==> src/rtl/fft_addr_sequencer_pkg.sv <==
// rtl/fft_addr_sequencer_pkg.sv - shared defaults, FSM state type and width helper for the FFT address sequencer
package fft_addr_sequencer_pkg;

    localparam int LOG2_NFFT_DEF  = 5;
    localparam int DATA_WIDTH_DEF = 16;
    localparam int STAGE_GAP_DEF  = 4;

    typedef enum logic [1:0] {
        ST_IDLE = 2'd0,
        ST_RUN  = 2'd1,
        ST_GAP  = 2'd2,
        ST_DONE = 2'd3
    } seq_state_t;

    // Stage counter width: enough for 0..L-1 plus one spare bit
    function automatic int stage_width(input int log2_nfft);
        return $clog2(log2_nfft) + 1;
    endfunction

endpackage

==> src/rtl/fft_addr_sequencer_if.sv <==
// rtl/fft_addr_sequencer_if.sv - start/stall handshake and butterfly address bundle of the FFT sequencer
interface fft_addr_sequencer_if #(
    parameter int LOG2_NFFT  = fft_addr_sequencer_pkg::LOG2_NFFT_DEF,
    parameter int DATA_WIDTH = fft_addr_sequencer_pkg::DATA_WIDTH_DEF
);
    import fft_addr_sequencer_pkg::*;

    localparam int STAGE_W = stage_width(LOG2_NFFT);

    logic                  start;
    logic                  stall;
    logic                  busy;
    logic                  valid;
    logic [LOG2_NFFT-1:0]  addr_a;
    logic [LOG2_NFFT-1:0]  addr_b;
    logic [DATA_WIDTH-1:0] tw_addr;
    logic [STAGE_W-1:0]    stage;
    logic                  last_bfly;
    logic                  done;

    // Sequencer side
    modport master (
        input  start, stall,
        output busy, valid, addr_a, addr_b, tw_addr, stage, last_bfly, done
    );

    // Control / datapath side
    modport slave (
        output start, stall,
        input  busy, valid, addr_a, addr_b, tw_addr, stage, last_bfly, done
    );

endinterface

==> src/rtl/fft_addr_sequencer_bfly_index.sv <==
// rtl/fft_addr_sequencer_bfly_index.sv - combinational (stage, butterfly) to operand/twiddle address map
module fft_addr_sequencer_bfly_index
    import fft_addr_sequencer_pkg::*;
#(
    parameter  int LOG2_NFFT  = LOG2_NFFT_DEF,
    parameter  int DATA_WIDTH = DATA_WIDTH_DEF,
    localparam int STAGE_W    = stage_width(LOG2_NFFT),
    localparam int K_W        = LOG2_NFFT - 1
) (
    input  logic [STAGE_W-1:0]    stage,
    input  logic [K_W-1:0]        k,
    output logic [LOG2_NFFT-1:0]  addr_a,
    output logic [LOG2_NFFT-1:0]  addr_b,
    output logic [DATA_WIDTH-1:0] tw_addr,
    output logic                  last
);

    logic [LOG2_NFFT-1:0] k_ext;
    logic [LOG2_NFFT-1:0] h;
    logic [LOG2_NFFT-1:0] p;
    logic [LOG2_NFFT-1:0] j;
    logic [LOG2_NFFT-1:0] tw_p;
    logic [STAGE_W:0]     stage_p1;
    logic [STAGE_W-1:0]   tw_shift;

    // Split k into group j and in-group offset p, then spread groups apart by 2h
    always_comb begin
        k_ext    = {1'b0, k};
        h        = LOG2_NFFT'(1) << stage;
        p        = k_ext & (h - LOG2_NFFT'(1));
        j        = k_ext >> stage;
        stage_p1 = {1'b0, stage} + (STAGE_W + 1)'(1);
        addr_a   = (j << stage_p1) | p;
        addr_b   = addr_a + h;
        tw_shift = STAGE_W'(LOG2_NFFT - 1) - stage;
        tw_p     = p << tw_shift;
        tw_addr  = DATA_WIDTH'(tw_p);
        last     = &k;
    end

endmodule

==> src/rtl/fft_addr_sequencer.sv <==
// rtl/fft_addr_sequencer.sv - radix-2 DIT FFT stage/butterfly sequencer with stall and inter-stage gap
module fft_addr_sequencer
    import fft_addr_sequencer_pkg::*;
#(
    parameter int LOG2_NFFT  = LOG2_NFFT_DEF,
    parameter int DATA_WIDTH = DATA_WIDTH_DEF,
    parameter int STAGE_GAP  = STAGE_GAP_DEF
) (
    input  logic                  clk,
    input  logic                  rst,
    fft_addr_sequencer_if.master  bus
);

    localparam int STAGE_W = stage_width(LOG2_NFFT);
    localparam int K_W     = LOG2_NFFT - 1;
    localparam int GAP_W   = (STAGE_GAP > 1) ? $clog2(STAGE_GAP) : 1;

    localparam logic [STAGE_W-1:0] LAST_STAGE = STAGE_W'(LOG2_NFFT - 1);
    localparam logic [GAP_W-1:0]   LAST_GAP   = GAP_W'((STAGE_GAP > 0) ? STAGE_GAP - 1 : 0);

    seq_state_t            state_q, state_d;
    logic [STAGE_W-1:0]    stage_q, stage_d;
    logic [K_W-1:0]        k_q, k_d;
    logic [GAP_W-1:0]      gap_q, gap_d;
    logic                  valid_q, valid_d;
    logic                  busy_q, busy_d;
    logic                  done_q, done_d;
    logic                  last_q, last_d;
    logic                  load;
    logic [LOG2_NFFT-1:0]  addr_a_q, addr_b_q;
    logic [DATA_WIDTH-1:0] tw_q;
    logic [LOG2_NFFT-1:0]  idx_a, idx_b;
    logic [DATA_WIDTH-1:0] idx_tw;
    logic                  idx_last;

    // Addresses are computed for the butterfly about to be presented, then registered
    fft_addr_sequencer_bfly_index #(
        .LOG2_NFFT  (LOG2_NFFT),
        .DATA_WIDTH (DATA_WIDTH)
    ) u_bfly_index (
        .stage   (stage_d),
        .k       (k_d),
        .addr_a  (idx_a),
        .addr_b  (idx_b),
        .tw_addr (idx_tw),
        .last    (idx_last)
    );

    // Next state, counters and output strobes; stall only freezes the RUN state
    always_comb begin
        state_d = state_q;
        stage_d = stage_q;
        k_d     = k_q;
        gap_d   = gap_q;
        load    = 1'b0;
        valid_d = 1'b0;
        done_d  = 1'b0;
        unique case (state_q)
            ST_IDLE: begin
                if (bus.start) begin
                    state_d = ST_RUN;
                    stage_d = '0;
                    k_d     = '0;
                    load    = 1'b1;
                    valid_d = 1'b1;
                end
            end
            ST_RUN: begin
                if (bus.stall) begin
                    valid_d = 1'b1;
                end else if (!(&k_q)) begin
                    k_d     = k_q + K_W'(1);
                    load    = 1'b1;
                    valid_d = 1'b1;
                end else if (stage_q == LAST_STAGE) begin
                    state_d = ST_DONE;
                    done_d  = 1'b1;
                end else if (STAGE_GAP == 0) begin
                    stage_d = stage_q + STAGE_W'(1);
                    k_d     = '0;
                    load    = 1'b1;
                    valid_d = 1'b1;
                end else begin
                    state_d = ST_GAP;
                    gap_d   = '0;
                end
            end
            ST_GAP: begin
                if (gap_q == LAST_GAP) begin
                    state_d = ST_RUN;
                    stage_d = stage_q + STAGE_W'(1);
                    k_d     = '0;
                    load    = 1'b1;
                    valid_d = 1'b1;
                end else begin
                    gap_d = gap_q + GAP_W'(1);
                end
            end
            ST_DONE: begin
                state_d = ST_IDLE;
            end
            default: begin
                state_d = ST_IDLE;
            end
        endcase
        busy_d = (state_d != ST_IDLE);
        last_d = valid_d & (load ? idx_last : last_q);
    end

    // FSM state and sequencing counters
    always_ff @(posedge clk or posedge rst) begin
        if (rst) begin
            state_q <= ST_IDLE;
            stage_q <= '0;
            k_q     <= '0;
            gap_q   <= '0;
        end else begin
            state_q <= state_d;
            stage_q <= stage_d;
            k_q     <= k_d;
            gap_q   <= gap_d;
        end
    end

    // Output registers; addresses only change when a new butterfly is loaded
    always_ff @(posedge clk or posedge rst) begin
        if (rst) begin
            valid_q  <= 1'b0;
            busy_q   <= 1'b0;
            done_q   <= 1'b0;
            last_q   <= 1'b0;
            addr_a_q <= '0;
            addr_b_q <= '0;
            tw_q     <= '0;
        end else begin
            valid_q <= valid_d;
            busy_q  <= busy_d;
            done_q  <= done_d;
            last_q  <= last_d;
            if (load) begin
                addr_a_q <= idx_a;
                addr_b_q <= idx_b;
                tw_q     <= idx_tw;
            end
        end
    end

    assign bus.busy      = busy_q;
    assign bus.valid     = valid_q;
    assign bus.done      = done_q;
    assign bus.last_bfly = last_q;
    assign bus.addr_a    = addr_a_q;
    assign bus.addr_b    = addr_b_q;
    assign bus.tw_addr   = tw_q;
    assign bus.stage     = stage_q;

endmodule

==> src/flat_wrapper.sv <==
// flat-port wrapper written by rule: the top's interface ports become plain ports
module fft_addr_sequencer_flat import fft_addr_sequencer_pkg::*;
#(
    parameter int LOG2_NFFT  = LOG2_NFFT_DEF,
    parameter int DATA_WIDTH = DATA_WIDTH_DEF,
    parameter int STAGE_GAP  = STAGE_GAP_DEF
)
  (clk, rst, bus_start, bus_stall, bus_busy, bus_valid, bus_addr_a, bus_addr_b, bus_tw_addr, bus_stage, bus_last_bfly, bus_done);
  fft_addr_sequencer_if #(.LOG2_NFFT(LOG2_NFFT), .DATA_WIDTH(DATA_WIDTH)) bus_i ();
  input  logic clk;
  input  logic rst;
  input wire logic [$bits(bus_i.start)-1:0] bus_start;
  input wire logic [$bits(bus_i.stall)-1:0] bus_stall;
  output wire logic [$bits(bus_i.busy)-1:0] bus_busy;
  output wire logic [$bits(bus_i.valid)-1:0] bus_valid;
  output wire logic [$bits(bus_i.addr_a)-1:0] bus_addr_a;
  output wire logic [$bits(bus_i.addr_b)-1:0] bus_addr_b;
  output wire logic [$bits(bus_i.tw_addr)-1:0] bus_tw_addr;
  output wire logic [$bits(bus_i.stage)-1:0] bus_stage;
  output wire logic [$bits(bus_i.last_bfly)-1:0] bus_last_bfly;
  output wire logic [$bits(bus_i.done)-1:0] bus_done;
  assign bus_i.start = bus_start;
  assign bus_i.stall = bus_stall;
  assign bus_busy = bus_i.busy;
  assign bus_valid = bus_i.valid;
  assign bus_addr_a = bus_i.addr_a;
  assign bus_addr_b = bus_i.addr_b;
  assign bus_tw_addr = bus_i.tw_addr;
  assign bus_stage = bus_i.stage;
  assign bus_last_bfly = bus_i.last_bfly;
  assign bus_done = bus_i.done;
  fft_addr_sequencer #(.LOG2_NFFT(LOG2_NFFT), .DATA_WIDTH(DATA_WIDTH), .STAGE_GAP(STAGE_GAP)) u_core (.clk(clk), .rst(rst), .bus(bus_i));
endmodule
==> config.mk <==
export PLATFORM = sky130hd
export DESIGN_NAME = fft_addr_sequencer_flat
export DESIGN_NICKNAME = d
export VERILOG_FILES = /design/src/rtl/fft_addr_sequencer_pkg.sv /design/src/rtl/fft_addr_sequencer_if.sv /design/src/rtl/fft_addr_sequencer_bfly_index.sv /design/src/rtl/fft_addr_sequencer.sv /design/src/flat_wrapper.sv
export SDC_FILE = /design/constraint.sdc
export NUM_CORES = 1
export LEC_CHECK = 0
export ABC_AREA = 1
export BUFFER_PORTS_ARGS = -buffer_cell sky130_fd_sc_hd__clkbuf_2
export CORE_ASPECT_RATIO = 0.9
export CORE_MARGIN = 2
export CORE_UTILIZATION = 45
export DETAILED_ROUTE_END_ITERATION = 7
export PLACE_DENSITY = 0.78
export SLEW_MARGIN = 20
export SYNTH_ARGS = -nofsm -noshare
export SYNTH_HDL_FRONTEND = slang
export SYNTH_SLANG_ARGS = --single-unit
==> constraint.sdc <==
create_clock -name clk -period 5.2 [get_ports clk]
set_clock_uncertainty 0.2 [all_clocks]
set_input_delay 1.04 -clock clk [delete_from_list [all_inputs] [get_ports clk]]
set_output_delay 1.04 -clock clk [all_outputs]
set_load 0.01 [all_outputs]
# Yosys cells after proc, flatten, opt, wreduce, memory -nomap -nowiden

Index checks and enable logic that the tools add are counted.

Register bits: 31
Input port bits: 4
Output and inout bits: 34
Word-level logic and storage cells: 71

$add $sub $neg: 7
Equal/unequal tests: 9
Shifts and indexed selects: 4
Multiplexer cells: 31
Bitwise operators: 3
Reduce and logical (&&, ||, !) cells: 6

Operators with widths:

| kind                                                                   | number |
|---|---|
| 4-bit two-way mux                                                      | 6 |
| 2-bit two-way mux                                                      | 8 |
| 4-bit one-hot mux with 3 select lines                                  | 1 |
| 1-bit two-way mux                                                      | 11 |
| 4-bit by 1-bit adder with 4-bit output (second input constant)         | 2 |
| 2-bit one-hot mux with 4 select lines                                  | 1 |
| 4-bit one-hot mux with 2 select lines                                  | 1 |
| 4-bit AND reduction                                                    | 2 |
| 2-bit equality test (second input constant)                            | 3 |
| 2-bit inequality test (second input constant)                          | 3 |
| 1-bit one-hot mux with 3 select lines                                  | 2 |
| 4-bit by 1-bit adder with 5-bit output (second input constant)         | 1 |
| 5-bit adder                                                            | 1 |
| 4-bit by 5-bit AND with 5-bit output                                   | 1 |
| 5-bit OR                                                               | 1 |
| 5-bit AND reduction                                                    | 1 |
| 1-bit by 4-bit << shifter with 5-bit output (first input constant)     | 1 |
| 5-bit by 4-bit << shifter with 5-bit output                            | 1 |
| 5-bit by 5-bit << shifter with 5-bit output                            | 1 |
| 4-bit by 4-bit right shift with 5-bit output                           | 1 |
| 5-bit by 1-bit subtractor with 5-bit output (second input constant)    | 1 |
| 4-bit by 3-bit equality test with 1-bit output (second input constant) | 1 |
| 2-bit one-hot mux with 2 select lines                                  | 1 |
| 2-bit nonzero test                                                     | 2 |
| other kinds (6)                                                        | 6 |

# Longest topological paths before layout

Depth in word-level cells: 8
Mapped depth: 25
Depth with buffers taken out: 25

# Cells and area by module

A second synthesis with hierarchy kept.

Cells, all modules: 380
Area, all modules: 2831.5 um^2

By module, submodules not included:

| module                        | instances | cells each | area an instance (um^2) | sequential area each (um^2) |
|---|---|---|---|---|
| fft_addr_sequencer            | 1         | 229        | 1983.2                  | 1051.0 |
| fft_addr_sequencer_bfly_index | 1         | 151        | 848.3                   | 0.0 |

# Least setup slack after synthesis

OpenSTA, ideal clock, no wires.

Path type: input-to-reg
Start point: input port bus_start
End point: register u_core.addr_b_q[4] (netlist: u_core.bus.addr_b[4])
Library setup time: 0.065 ns
Arrival: 3.965 ns
Data required time: 4.935 ns
Path slack: 0.970 ns
Stages on the path: 20
Path buffers: 1
Cells stage by stage: nand2_2 > nand2_4 > o22ai_2 > inv_2 > ha_1 > clkbuf_1 > inv_1 > nor2_1 > nand3_1 > o21ai_1 > ha_1 > inv_1 > fa_1 > o21ai_0 > a21oi_1 > xnor2_1 > inv_1 > nand3_1 > nand3_1 > nand2_1

Longest elaborated chain between the ends: 7
Elaborated cells between the ends (all ways): 14
Classes of those cells: add/sub: 3; shift: 3; mux: 6; bitwise: 2

Ends and longest elaborated chain:

| element                                                                        | RTL line                            | text |
|---|---|---|
| start: declaration                                                             | flat_wrapper.sv:12                  | `input wire logic [$bits(bus_i.start)-1:0] bus_start;` |
| 4-bit two-way mux (*)                                                          | fft_addr_sequencer.sv:60            | `if (bus.start) begin` |
| 4-bit one-hot mux with 2 select lines (*)                                      | fft_addr_sequencer.sv:58            | `unique case (state_q)` |
| via u_core.stage_d[1]                                                          | fft_addr_sequencer.sv:22            | `logic [STAGE_W-1:0] stage_q, stage_d;` |
| branches (longest 3 deep; another with 4-bit by 1-bit adder with 5-bit output) | -                                   |  |
| 5-bit OR (*)                                                                   | fft_addr_sequencer_bfly_index.sv:33 | `addr_a = (j << stage_p1) \| p;` |
| via u_core.idx_a[0]                                                            | fft_addr_sequencer.sv:32            | `logic [LOG2_NFFT-1:0] idx_a, idx_b;` |
| 5-bit adder (*)                                                                | fft_addr_sequencer_bfly_index.sv:34 | `addr_b = addr_a + h;` |
| end signal: assignment                                                         | fft_addr_sequencer.sv:142           | `addr_b_q <= idx_b;` |
| end: declaration                                                               | fft_addr_sequencer.sv:30            | `logic [LOG2_NFFT-1:0] addr_a_q, addr_b_q;` |

Mark *: on every way through the listed nets, which the timed path passes.
A chain may end at the register's enable or synchronous reset.

# Final worst setup path

Same ends and word-level chain as after synthesis.

==> metrics <==
ys flop type=dfrtp_1; crit path kind=in2reg; Psw=799 µW; internal power=791 µW; CTS H-tree depth=2; Period Utilization, post-route=0.845; die height=71.3 µm; count of final max-slew check failures=0; top-count cell post-synth=nand2_1; average routed wire per standard cell=12.3 µm; Leakage=0.00140 µW; post-CTS resize count=0; P&R area growth vs syn=11.1%; Power Total=1590 µW; gr usage total=0.197; cells on worst reg2reg path=20; Nets=364; Initial Utilization=0.468; Post-CTS Hold Buffers=0; post-synth top area cell=dfrtp_1; number of max-cap violations=0; Fmax=0.228 GHz; Post-Route WL=5010 µm; number of global-route vias before repair=1972; Die W=78.7 µm; share of the synthesized area in the top cell type=0.343; Post-synth EDFFs=0; total CTS buffers=5; Vias/cell=5.00; Worst setup EP type=flop; post-synthesis register bit count=31; outcome=complete, no violations; CP endpoint=u_core.bus.addr_b[4]; register area share after synthesis=0.343; RSZ-0062 raised after global routing=no; worst r2r src=u_core.bus.stage[0]; reg2reg end=u_core.bus.addr_b[4]; share of flip-flops with an asynchronous set or reset=1.00; global route overflow=0; largest net degree at the start of global routing=32; die area=0.00561 mm²; via count=2039; Worst setup SP type=input pin; CP arrival=4.41 ns; clk slew on worst S/H paths=0.06 ns; Mapped Cells=313; final std cells w/o fill=408; port bufs=26; Top Ports=38; Warnings, synthesis=0; row count=24; final setup vio count=0; R2R Setup Slk=0.90 ns; synthesized area per cell=7.23 µm²; Root Driver=clkbuf_8; Mapped Area=0.00226 mm²; Hold Path Class=reg2reg; placed insts=401; drt first pass iters=4; CTS tree=yes; most frequent cells after synthesis=nand2_1, inv_1, dfrtp_1, nand3_1, nor2_1; post-CTS setup buffer count=0; setup_tns=0 ns; Max VDD drop=0.000303 V; gpl congestion=0.919; DRC viols=0; hold path cells=2; initial antenna violation count=0; DP HPWL=3820 µm; CP startpoint=bus_start; clock sinks=31; first-pass GRT wire length=8870 µm; worst-case clock buffer depth=2; Clk network pwr share=0.121; ant diodes=0; top cells by area, synth=dfrtp_1, nand2_1, ha_1; synth unique cells=35; DRT iter0 DRCs=133; share of cells above drive strength 1=0.166; core footprint=0.00483 mm²; Critical Path RT=5.22 ns; crit-path max FO=9; power per standard cell area=633 mW/mm²; Clock Latency Late Sink=0.28 ns; power share of the sequential group=0.244; Fin. Hold Viols=0; post-route antenna net violation count=0; Gate power share=0.635; Sw Ratio=0.502; min cycle time layout=4.39 ns; final core utilization=0.520
-- area by class of cell --
cell class / count / area, µm²
sequential: 31 / 776
clock inverter: 1 / 5.00
inverter: 47 / 176
multi-input combinational: 230 / 1250
fill: 472 / 2320
timing repair buffer: 28 / 145
tap: 65 / 81.3
clock buffer: 6 / 82.6
-- placed cells by master (no fill, tap or decap), types with 4 or more instances in the layout --
cell,count
nand2_1,92
inv_1,42
dfrtp_1,31
nand3_1,27
clkbuf_2,26
nor2_1,17
ha_1,16
o21ai_0,15
conb_1,11
nand4_1,7
a21oi_1,7
clkbuf_8,6
nand2_2,5
inv_2,4
nor2_2,4
o21ai_1,4
-- cell families after synthesis --
logic type / Yosys count / share of synthesized area
DFF: 31 / 0.343
and+or+nand+nor: 161 / 0.317
buffers and inverters: 62 / 0.122
xor gates and xnor gates: 3 / 0.0116
adders and majority gates: 17 / 0.0973
AOI/OAI and AO/OA: 38 / 0.107
other: 1 / 0.00166
-- worst min path at each step --
stage,startpoint,to,slack (ns)
2_1_floorplan,u_core.gap_q[1],u_core.gap_q[1],0.25
3_3_place_gp,u_core.gap_q[1],u_core.gap_q[1],0.26
3_5_place_dp,u_core.bus.addr_b[0],u_core.bus.addr_b[0],0.26
4_1_cts,u_core.bus.addr_b[0],u_core.bus.addr_b[0],0.27
5_1_grt,u_core.bus.addr_a[3],u_core.bus.addr_a[3],0.31
6_report,u_core.bus.addr_b[0],u_core.bus.addr_b[0],0.27
-- metal layers --
layer,vias up,global-route usage,part of all wire
li1,1043,-,-
met1,928,0.264,0.47
met2,63,0.330,0.47
met3,5,0.0327,0.052
met4,0,0.0585,0.0072
met5,-,0,0
-- worst max-delay path, cell delays in order --
cell and delay, ns:
clkbuf_2 0.09, nand2_2 0.13, nand2_4 0.09, o22ai_2 0.28, inv_2 0.15, ha_1 0.46
inv_1 0.17, nor2_1 0.21, nand3_1 0.12, o21ai_1 0.18, ha_1 0.19, inv_1 0.06
fa_1 0.42, o21ai_0 0.21, a21oi_1 0.11, xnor2_1 0.22, inv_1 0.06, nand3_1 0.08
nand3_1 0.07, nand2_1 0.07
-- metrics by stage --
| stage | setup WS (ns) | hold WS [ns] | area (µm²) |
|---|---|---|---|
| 6_report | 0.808 | 0.268 | 2510 |
| 5_1_grt | 0.425 | 0.310 | 2510 |
| 4_1_cts | 0.866 | 0.275 | 2510 |
| 3_5_place_dp | 0.565 | 0.259 | 2430 |
| 3_3_place_gp | 0.756 | 0.258 | 2430 |
| 2_1_floorplan | 0.970 | 0.246 | 2300 |
-- sequential cells by signal (all words and copies together) (netlist names) --
name,flops
u_core.state_q,2
u_core.bus.addr_b,5
u_core.bus.busy,1
u_core.bus.stage,4
u_core.bus.done,1
u_core.gap_q,2
u_core.bus.tw_addr,5
u_core.bus.valid,1
u_core.bus.last_bfly,1
u_core.k_q,4
u_core.bus.addr_a,5
-- power by group through the flow --
stage | clock, µW | combinational (µW) | sequential (µW)
finish | 192 | 1010 | 388
global route | 204 | 1160 | 396
CTS | 196 | 1000 | 387
detailed placement | 0 | 993 | 390
global placement | 0 | 973 | 388
floorplan | 0 | 726 | 412
Power figures use the tool's default switching activity.
